**src/rtl/lfsr_gen.sv**
```systemverilog
// Parametrised Fibonacci LFSR with an optional de Bruijn extension.
// The register shifts toward the LSB, and feedback enters at the MSB.
// MODE=0 gives the maximal-length sequence (2^W-1). An all-zero state is recovered
// with a LOCKUP pulse. MODE=1 splices the zero state in after 00..01, which gives
// period 2^W. WRAP pulses when a step lands back on the last loaded (or reset) seed.
module lfsr_gen #(
    parameter int unsigned    W          = 8,
    parameter logic [W-1:0]   TAPS       = 'h1D,
    parameter logic [W-1:0]   RESET_SEED = 'h80
) (
    input  logic         CLK,
    input  logic         RESET,
    input  logic         EN,
    input  logic         LOAD,
    input  logic [W-1:0] SEED,
    input  logic         MODE,
    output logic [W-1:0] Q,
    output logic         SOUT,
    output logic         WRAP,
    output logic         LOCKUP
);

    // Elaboration-time sanity on the parameter set.
    if (W < 2 || W > 32) begin : gen_bad_width
        $error("lfsr_gen: W must be in 2..32");
    end
    if (TAPS[0] != 1'b1) begin : gen_bad_taps
        $error("lfsr_gen: TAPS bit 0 must be set");
    end

    // State that the MODE=0 lock-up escape jumps to.
    localparam logic [W-1:0] MsbOne = {1'b1, {(W-1){1'b0}}};

    logic [W-1:0] q_q, q_d;
    logic [W-1:0] seed_q, seed_d;
    logic         wrap_q, wrap_d;
    logic         lockup_q, lockup_d;

    logic         fb;
    logic         fb_n;
    logic         upper_zero;
    logic         state_zero;
    logic         step_lock;
    logic [W-1:0] step_val;

    // Compute the single-step successor of the current state under the active MODE.
    always_comb begin
        fb         = ^(q_q & TAPS);
        upper_zero = ~|q_q[W-1:1];
        state_zero = (q_q == '0);
        // De Bruijn: flipping fb when only bit 0 may be set swaps 00..01 -> 10..0
        // for 00..01 -> 00..0 -> 10..0, so the zero state joins the cycle.
        fb_n       = MODE ? (fb ^ upper_zero) : fb;
        step_lock  = ~MODE & state_zero;
        if (step_lock) begin
            step_val = MsbOne;
        end else begin
            step_val = {fb_n, q_q[W-1:1]};
        end
    end

    // Next-state selection: LOAD beats EN, and EN beats hold. Pulses clear when not stepping.
    always_comb begin
        q_d      = q_q;
        seed_d   = seed_q;
        wrap_d   = 1'b0;
        lockup_d = 1'b0;
        if (LOAD) begin
            q_d    = SEED;
            seed_d = SEED;
        end else if (EN) begin
            q_d      = step_val;
            wrap_d   = (step_val == seed_q);
            lockup_d = step_lock;
        end
    end

    // State and pulse registers, asynchronously reset to the reset seed.
    always_ff @(posedge CLK or posedge RESET) begin
        if (RESET) begin
            q_q      <= RESET_SEED;
            seed_q   <= RESET_SEED;
            wrap_q   <= 1'b0;
            lockup_q <= 1'b0;
        end else begin
            q_q      <= q_d;
            seed_q   <= seed_d;
            wrap_q   <= wrap_d;
            lockup_q <= lockup_d;
        end
    end

    // Registered outputs drive the ports directly.
    always_comb begin
        Q      = q_q;
        SOUT   = q_q[0];
        WRAP   = wrap_q;
        LOCKUP = lockup_q;
    end

endmodule

```
**config.mk**
```make
export PLATFORM = sky130hd
export DESIGN_NAME = lfsr_gen
export DESIGN_NICKNAME = d
export VERILOG_FILES = /design/src/rtl/lfsr_gen.sv
export SDC_FILE = /design/constraint.sdc
export NUM_CORES = 1
export LEC_CHECK = 0
export ABC_AREA = 1
export CAP_MARGIN = 20
export CORE_ASPECT_RATIO = 1.2
export CORE_MARGIN = 10
export CORE_UTILIZATION = 50
export DETAILED_ROUTE_END_ITERATION = 8
export MAX_ROUTING_LAYER = met4
export PLACE_DENSITY = 0.93
export REMOVE_ABC_BUFFERS = 1
export SLEW_MARGIN = 5
export SYNTH_ARGS = -nofsm -noshare
export SYNTH_HDL_FRONTEND = slang
export SYNTH_SLANG_ARGS = --single-unit
```
**constraint.sdc**
```tcl
create_clock -name CLK -period 2.56 [get_ports CLK]
set_clock_uncertainty 0.2 [all_clocks]
set_input_delay 0.512 -clock CLK [delete_from_list [all_inputs] [get_ports CLK]]
set_output_delay 0.512 -clock CLK [all_outputs]
set_load 0.01 [all_outputs]
```
==> flow_summary.toml, run 1 <==
[placed_design]
dpl-instance-area_um2 = 1220
dpl.hpwl_um = 1870
place.gp.congestion = 0.869
place.port_buffers = 23

[setup_path]
end_kind = "primary output"
cp_max_fo = 4
worstPathArrival_ns = 1.40
crit_slowest_cell = "sky130_fd_sc_hd__dfstp_2"
path_buf_inv = 1
crit_path_leading_delay_family = "flip-flops"
required_ns = 1.85
criticalPathCategory = "reg2out"
critical_path.startpoint_type = "flip-flop"
crit_path_max_incr_delay_ns = 0.57
cp_cell_sequence = "clkdlybuf4s50_1"

[yosys]
yosys-mux-area-fraction_pct = 0
syn-cell-area_um2 = 976
synthSimpleGateAreaFrac_pct = 27.6
synthDistinctLibCells = 22
main_combinational_cell_family_by_area_after_synthesis = "simple AND/OR/NAND/NOR gates"
synth_seq_cells = 18
synth_top_area_share_pct = 41.0
area_share_of_xor_xnor_cells_in_the_synthesized_design_pct = 0.897
synth-edff-count = 0
synth_top_cells_by_area = "sky130_fd_sc_hd__dfrtp_1, sky130_fd_sc_hd__nand2_1, sky130_fd_sc_hd__inv_1"
synthesis.instances = 119
synth_area_per_cell_um2 = 8.20
synth_largest_area_cell = "sky130_fd_sc_hd__dfrtp_1"
synth-warning-count = 0
synth.top_cells.by_count = "sky130_fd_sc_hd__nand2_1, sky130_fd_sc_hd__inv_1, sky130_fd_sc_hd__dfrtp_1"
synthMostInstantiatedCell = "sky130_fd_sc_hd__nand2_1"
synth-main-ff-cell = "sky130_fd_sc_hd__dfrtp_1"
synth.yosys.seq_area_share_pct = 46.4
synthAdderAreaFrac_pct = 1.28
synth-async-reset-ratio_pct = 100
synth-compound-area-share_pct = 12.9

[detailed_routing]
vias = 884
postRouteAntennaNets = 0
detail_route.first_pass.iterations = 4
drt-wirelength-per-cell_um = 13.9
route.final.wire_length_um = 2260
vias_per_cell = 5.42
post-route-drc-count = 0
drc_violation_total_after_the_first_tritonroute_iteration = 33

[timing]
worst_hold_slack_ns = 0.324
timing.setup.tns_ns = 0
timing.max_slew.rel_slack_pct = 55.9
period_share_pct = 82.7
grt_setup_unrepaired = "false"
report.final.slew_viol_count = 0
max_freq_mhz = 472
timing_worst_slew_pin_value_ns = 0.661
setup-violations-final = 0
finalCriticalPeriod_ns = 2.12
final-hold-violation-count = 0

[floorplan]
floorplan.io_pins = 24
die-width_um = 60.3
floorplan.initialDensity_pct = 52.7
die_h_um = 68.4
design.die.area_um2 = 4130
core_region_area_um2 = 1850
rows = 17

[cells_and_area]
finalNetCount = 159
insertedDiodeCount = 0
design_area_um2 = 1250
final_layout_size_suffix_gt1_share_pct = 15.3
postLayoutCoreUtil_pct = 67.4
flow.area_growth_from_synthesis_pct = 27.8

[global_route]
grt_overflow_total = 0
largest_net_degree_at_the_start_of_global_routing = 19
grt_pass1_vias = 905
grt_first_pass_wirelength_um = 3930
antenna_found_initial = 0
global_route.usage.total_pct = 12.6

[clock_network]
clock_insertion_delay_worst_skew_ns = 0.29
cts_buffers = 3
holdBufCountCts = 0
cts.repair.resized = 0
tritoncts = "done"
numClockSinks = 18
buffers_from_clock_root_to_sink_at_most = 2
clock-root-buffer = "sky130_fd_sc_hd__clkbuf_4"
cts.repair_timing.setup_buffer_count = 0
h_tree_level_count = 1
cts.clk_slew.worst_paths_ns = 0.09

[run_status]
status = "completed"

[hold_path]
min_path_type = "reg2reg"

[power_and_ir_drop]
vdd.ir_drop.worst_uv = 416
pwr_density_cell_nw_per_um2 = 542
p_leak_nw = 0.608

[job]
max_cap_violations = 0
==> through the flow <==
step / std cells / worst slack (ns) / total power [mW]
global route: 163 / 0.400 / 0.719
CTS: 163 / 0.431 / 0.683
global placement: 159 / 0.525 / 0.530
detailed placement: 159 / 0.460 / 0.538
finish: 163 / 0.443 / 0.676
floorplan: 116 / 0.961 / 0.452
==> state kept, by name, summed over array words and instances (netlist names) <==
register,count
Q,8
seed_q,8
LOCKUP,1
WRAP,1
==> worst paths after layout <==
| check | start | to | slack [ns] | cells past startpoint |
|---|---|---|---|---|
| setup / recovery | Q[7]$_DFFE_PP1P_ | Q[7] | 0.44 | 1 |
| hold / removal | seed_q[7]$_DFFE_PP1P_ | seed_q[7]$_DFFE_PP1P_ | 0.32 | 2 |
| setup reg to reg | Q[2]$_DFFE_PP0P_ | WRAP$_DFF_PP0_ | 0.82 | 11 |
| hold reg to reg | seed_q[7]$_DFFE_PP1P_ | seed_q[7]$_DFFE_PP1P_ | 0.32 | 2 |
| max in group asynchronous | RESET | seed_q[1]$_DFFE_PP0P_ | 1.34 | 2 |
| min in group asynchronous | RESET | Q[4]$_DFFE_PP0P_ | 0.40 | 2 |
==> where the power goes <==
part / leakage, nW / internal (mW) / switching, mW / total, mW
clock: 0.0150 / 0.0606 / 0.0847 / 0.145
sequential: 0.219 / 0.312 / 0.0234 / 0.336
combinational: 0.374 / 0.0891 / 0.106 / 0.195
==> cell usage in the layout, fill, tap and decap left out, drive strengths merged <==
master	n
buf	1
clkbuf	4
clkdlybuf4s50	23
dfrtp	16
dfstp	2
ha	1
inv	24
nand2	31
nand3	8
nand4	2
nor2	12
o21ai	10
o221ai	8
o22ai	1
xor2	1
==> routing by layer <==
metal | wire length (um) | track usage (%)
met5 | 0 | -
met4 | 45 | 5.90
met1 | 906 | 12.5
met2 | 1160 | 22.7
met3 | 148 | 2.78
==> area by class of cell <==
type | instances | area [um^2]
Timing Repair Buffer | 24 | 238
Inverter | 24 | 90.1
Tap cell | 19 | 23.8
Fill cell | 157 | 603
Sequential cell | 18 | 453
Multi-Input combinational cell | 74 | 417
Clock buffer | 4 | 26.3
==> kinds of logic (layout without fill, tap and decap cells) <==
kind of cell    after synthesis  after routing
compound gates               19             19
xor+xnor                      1              1
fa+ha+maj                     1              1
buf+inv                      27             52
flops                        18             18
simple gates                 53             53
==> worst reg2reg max path, cell delays in order (launching register included) <==
cell	delay [ns]
sky130_fd_sc_hd__dfrtp_1	0.45
sky130_fd_sc_hd__inv_1	0.10
sky130_fd_sc_hd__ha_1	0.33
sky130_fd_sc_hd__inv_1	0.08
sky130_fd_sc_hd__nand3_2	0.07
sky130_fd_sc_hd__nand2_2	0.09
sky130_fd_sc_hd__inv_1	0.05
sky130_fd_sc_hd__nand2_2	0.06
sky130_fd_sc_hd__nand3_2	0.07
sky130_fd_sc_hd__nand2_1	0.06
sky130_fd_sc_hd__nand2_1	0.05
sky130_fd_sc_hd__nor2_2	0.08
No activity file was read; power rests on OpenSTA's default activity.
==> inputs of run 2 (changes only) <==
--- a/config.mk
+++ b/config.mk
@@ -9,10 +9,10 @@
 export CAP_MARGIN = 20
 export CORE_ASPECT_RATIO = 1.2
 export CORE_MARGIN = 10
-export CORE_UTILIZATION = 50
+export CORE_UTILIZATION = 48
 export DETAILED_ROUTE_END_ITERATION = 8
 export MAX_ROUTING_LAYER = met4
-export PLACE_DENSITY = 0.93
+export PLACE_DENSITY = 0.9
 export REMOVE_ABC_BUFFERS = 1
 export SLEW_MARGIN = 5
 export SYNTH_ARGS = -nofsm -noshare
==> constraint.sdc (replaced) <==
create_clock -name CLK -period 2.1 [get_ports CLK]
set_clock_uncertainty 0.2 [all_clocks]
set_input_delay 0.42 -clock CLK [delete_from_list [all_inputs] [get_ports CLK]]
set_output_delay 0.42 -clock CLK [all_outputs]
set_load 0.01 [all_outputs]
==> run 2 against run 1 <==
Against the previous run: clock power up 52%; wire length grew 7.7%; first-iteration DRC count is 12% higher; setup slack got worse by 0.31 ns; sequential share of layout area is 0.57 points lower; largest cell class unchanged; count of clock-buffer cells in the layout is the same; global-route usage is 0.24 points higher; non-clock buffer count rose by 1.
==> flow_summary.toml, run 2 (same netlist as run 1, synthesis figures left out) <==
[run_status]
status = "completed"

[power_and_ir_drop]
vdd.ir_drop.worst_uv = 395
total_power_mw = 0.875
pwr_density_cell_nw_per_um2 = 691
p_leak_nw = 0.630

[detailed_routing]
vias_per_cell = 5.38
drc_violation_total_after_the_first_tritonroute_iteration = 37
vias = 883
postRouteAntennaNets = 0
route.final.wire_length_um = 2440
detail_route.first_pass.iterations = 4
post-route-drc-count = 0
drt-wirelength-per-cell_um = 14.9

[floorplan]
rows = 17
die_h_um = 69.4
die-width_um = 61.2
floorplan.io_pins = 24
core_region_area_um2 = 1890
design.die.area_um2 = 4240
floorplan.initialDensity_pct = 51.6

[global_route]
antenna_found_initial = 0
global_route.usage.total_pct = 12.9
grt_pass1_vias = 964
largest_net_degree_at_the_start_of_global_routing = 19
grt_overflow_total = 0
grt_first_pass_wirelength_um = 4230

[cells_and_area]
final_layout_size_suffix_gt1_share_pct = 16.6
layout_common_cells = "sky130_fd_sc_hd__nand2_1, sky130_fd_sc_hd__clkdlybuf4s50_1, sky130_fd_sc_hd__inv_1"
design_area_um2 = 1270
insertedDiodeCount = 0
flow.area_growth_from_synthesis_pct = 29.9
layout_commonest_cell = "sky130_fd_sc_hd__nand2_1"
final-instance-count-excl-fill = 164
finalNetCount = 160

[clock_network]
cts_buffers = 3
h_tree_level_count = 1
numClockSinks = 18
holdBufCountCts = 0
clock-root-buffer = "sky130_fd_sc_hd__clkbuf_4"
cts.clk_slew.worst_paths_ns = 0.11
cts.repair_timing.setup_buffer_count = 0
buffers_from_clock_root_to_sink_at_most = 2
clock_insertion_delay_worst_skew_ns = 0.30
tritoncts = "done"

[placed_design]
dpl.hpwl_um = 1950
place.detailed.instances = 160
place.port_buffers = 23
dpl-instance-area_um2 = 1230
place.gp.congestion = 0.823

[setup_path]
required_ns = 1.48
crit_path_max_incr_delay_ns = 0.58
cp_max_fo = 5
crit_slowest_cell = "sky130_fd_sc_hd__clkdlybuf4s50_1"
criticalPathCategory = "reg2out"
worstPathArrival_ns = 1.35
crit_path_leading_delay_family = "buffers and inverters"
critical_path.startpoint_type = "flip-flop"
path_buf_inv = 1
end_kind = "primary output"
cp_cell_sequence = "clkdlybuf4s50_1"

[timing]
period_share_pct = 93.7
finalCriticalPeriod_ns = 1.97
max_freq_mhz = 508
setup-violations-final = 0
worst_hold_slack_ns = 0.213
grt_setup_unrepaired = "false"
final-hold-violation-count = 0
timing_worst_slew_pin_value_ns = 0.289
report.final.slew_viol_count = 0
timing.setup.tns_ns = 0
timing.max_slew.rel_slack_pct = 80.7

[job]
max_cap_violations = 0

[hold_path]
min_path_type = "in2async"
-- run 2: worst paths after layout --
check,start,end,slack [ns],depth (start not counted)
min in group CLK,seed_q[7]$_DFFE_PP1P_,seed_q[7]$_DFFE_PP1P_,0.32,2
setup reg to reg,Q[2]$_DFFE_PP0P_,WRAP$_DFF_PP0_,0.30,11
setup / recovery,Q[2]$_DFFE_PP0P_,Q[2],0.13,1
hold reg to reg,seed_q[7]$_DFFE_PP1P_,seed_q[7]$_DFFE_PP1P_,0.32,2
max in group asynchronous,RESET,seed_q[7]$_DFFE_PP1P_,1.22,3
hold / removal,RESET,seed_q[1]$_DFFE_PP0P_,0.21,3
-- run 2: layer usage --
layer | routed length [um] | part of all wire (%) | vias to the layer above | GRT usage [%]
met1 | 984 | 40 | 415 | 15.2
li1 | - | - | 433 | -
met2 | 1280 | 53 | 30 | 20.8
met4 | 35 | 1.4 | 0 | 4.53
met5 | 0 | 0 | - | -
met3 | 136 | 5.6 | 5 | 2.19
-- run 2: worst register-to-register path: cells and delay by family (launching register included) --
| family | cells | cell delay (ns) |
|---|---|---|
| adder cells (fa/ha/maj) | 1 | 0.33 |
| buffers and inverters | 3 | 0.24 |
| flip-flops | 1 | 0.46 |
| AND/OR/NAND/NOR | 7 | 0.51 |
-- run 2: per-stage QoR --
stage	setup slack, ns	utilization [%]
after CTS	0.0448	66.8
after global routing	0.0818	67.0
after global placement	0.236	64.9
after floorplan	0.501	-
final	0.132	67.0
after detailed placement	0.181	64.9
-- run 2: layout make-up --
| cell class | instances | area [um^2] |
|---|---|---|
| fillers | 154 | 626 |
| flip-flops and latches | 18 | 453 |
| multi-input cells | 74 | 417 |
| repair buffers | 25 | 248 |
| inverters | 24 | 90.1 |
| clock buffers | 4 | 36.3 |
| well taps | 19 | 23.8 |
-- run 2: power breakdown --
| group | total [mW] | switching (mW) | internal [mW] |
|---|---|---|---|
| Clock | 0.221 | 0.115 | 0.106 |
| Sequential | 0.410 | 0.0294 | 0.381 |
| Combinational | 0.244 | 0.135 | 0.109 |
-- run 2: timing repair --
action	in CTS	in global routing
gates resized for setup	0	1
endpoints found under the setup margin	0	1
hold endpoints to repair	0	0
==> inputs of run 3 (changes only) <==
--- a/config.mk
+++ b/config.mk
@@ -18,3 +18,4 @@
 export SYNTH_ARGS = -nofsm -noshare
 export SYNTH_HDL_FRONTEND = slang
 export SYNTH_SLANG_ARGS = --single-unit
+export TNS_END_PERCENT = 5
==> results of run 3 <==
The final DEF is identical to that of run 2; final timing and power are the same.
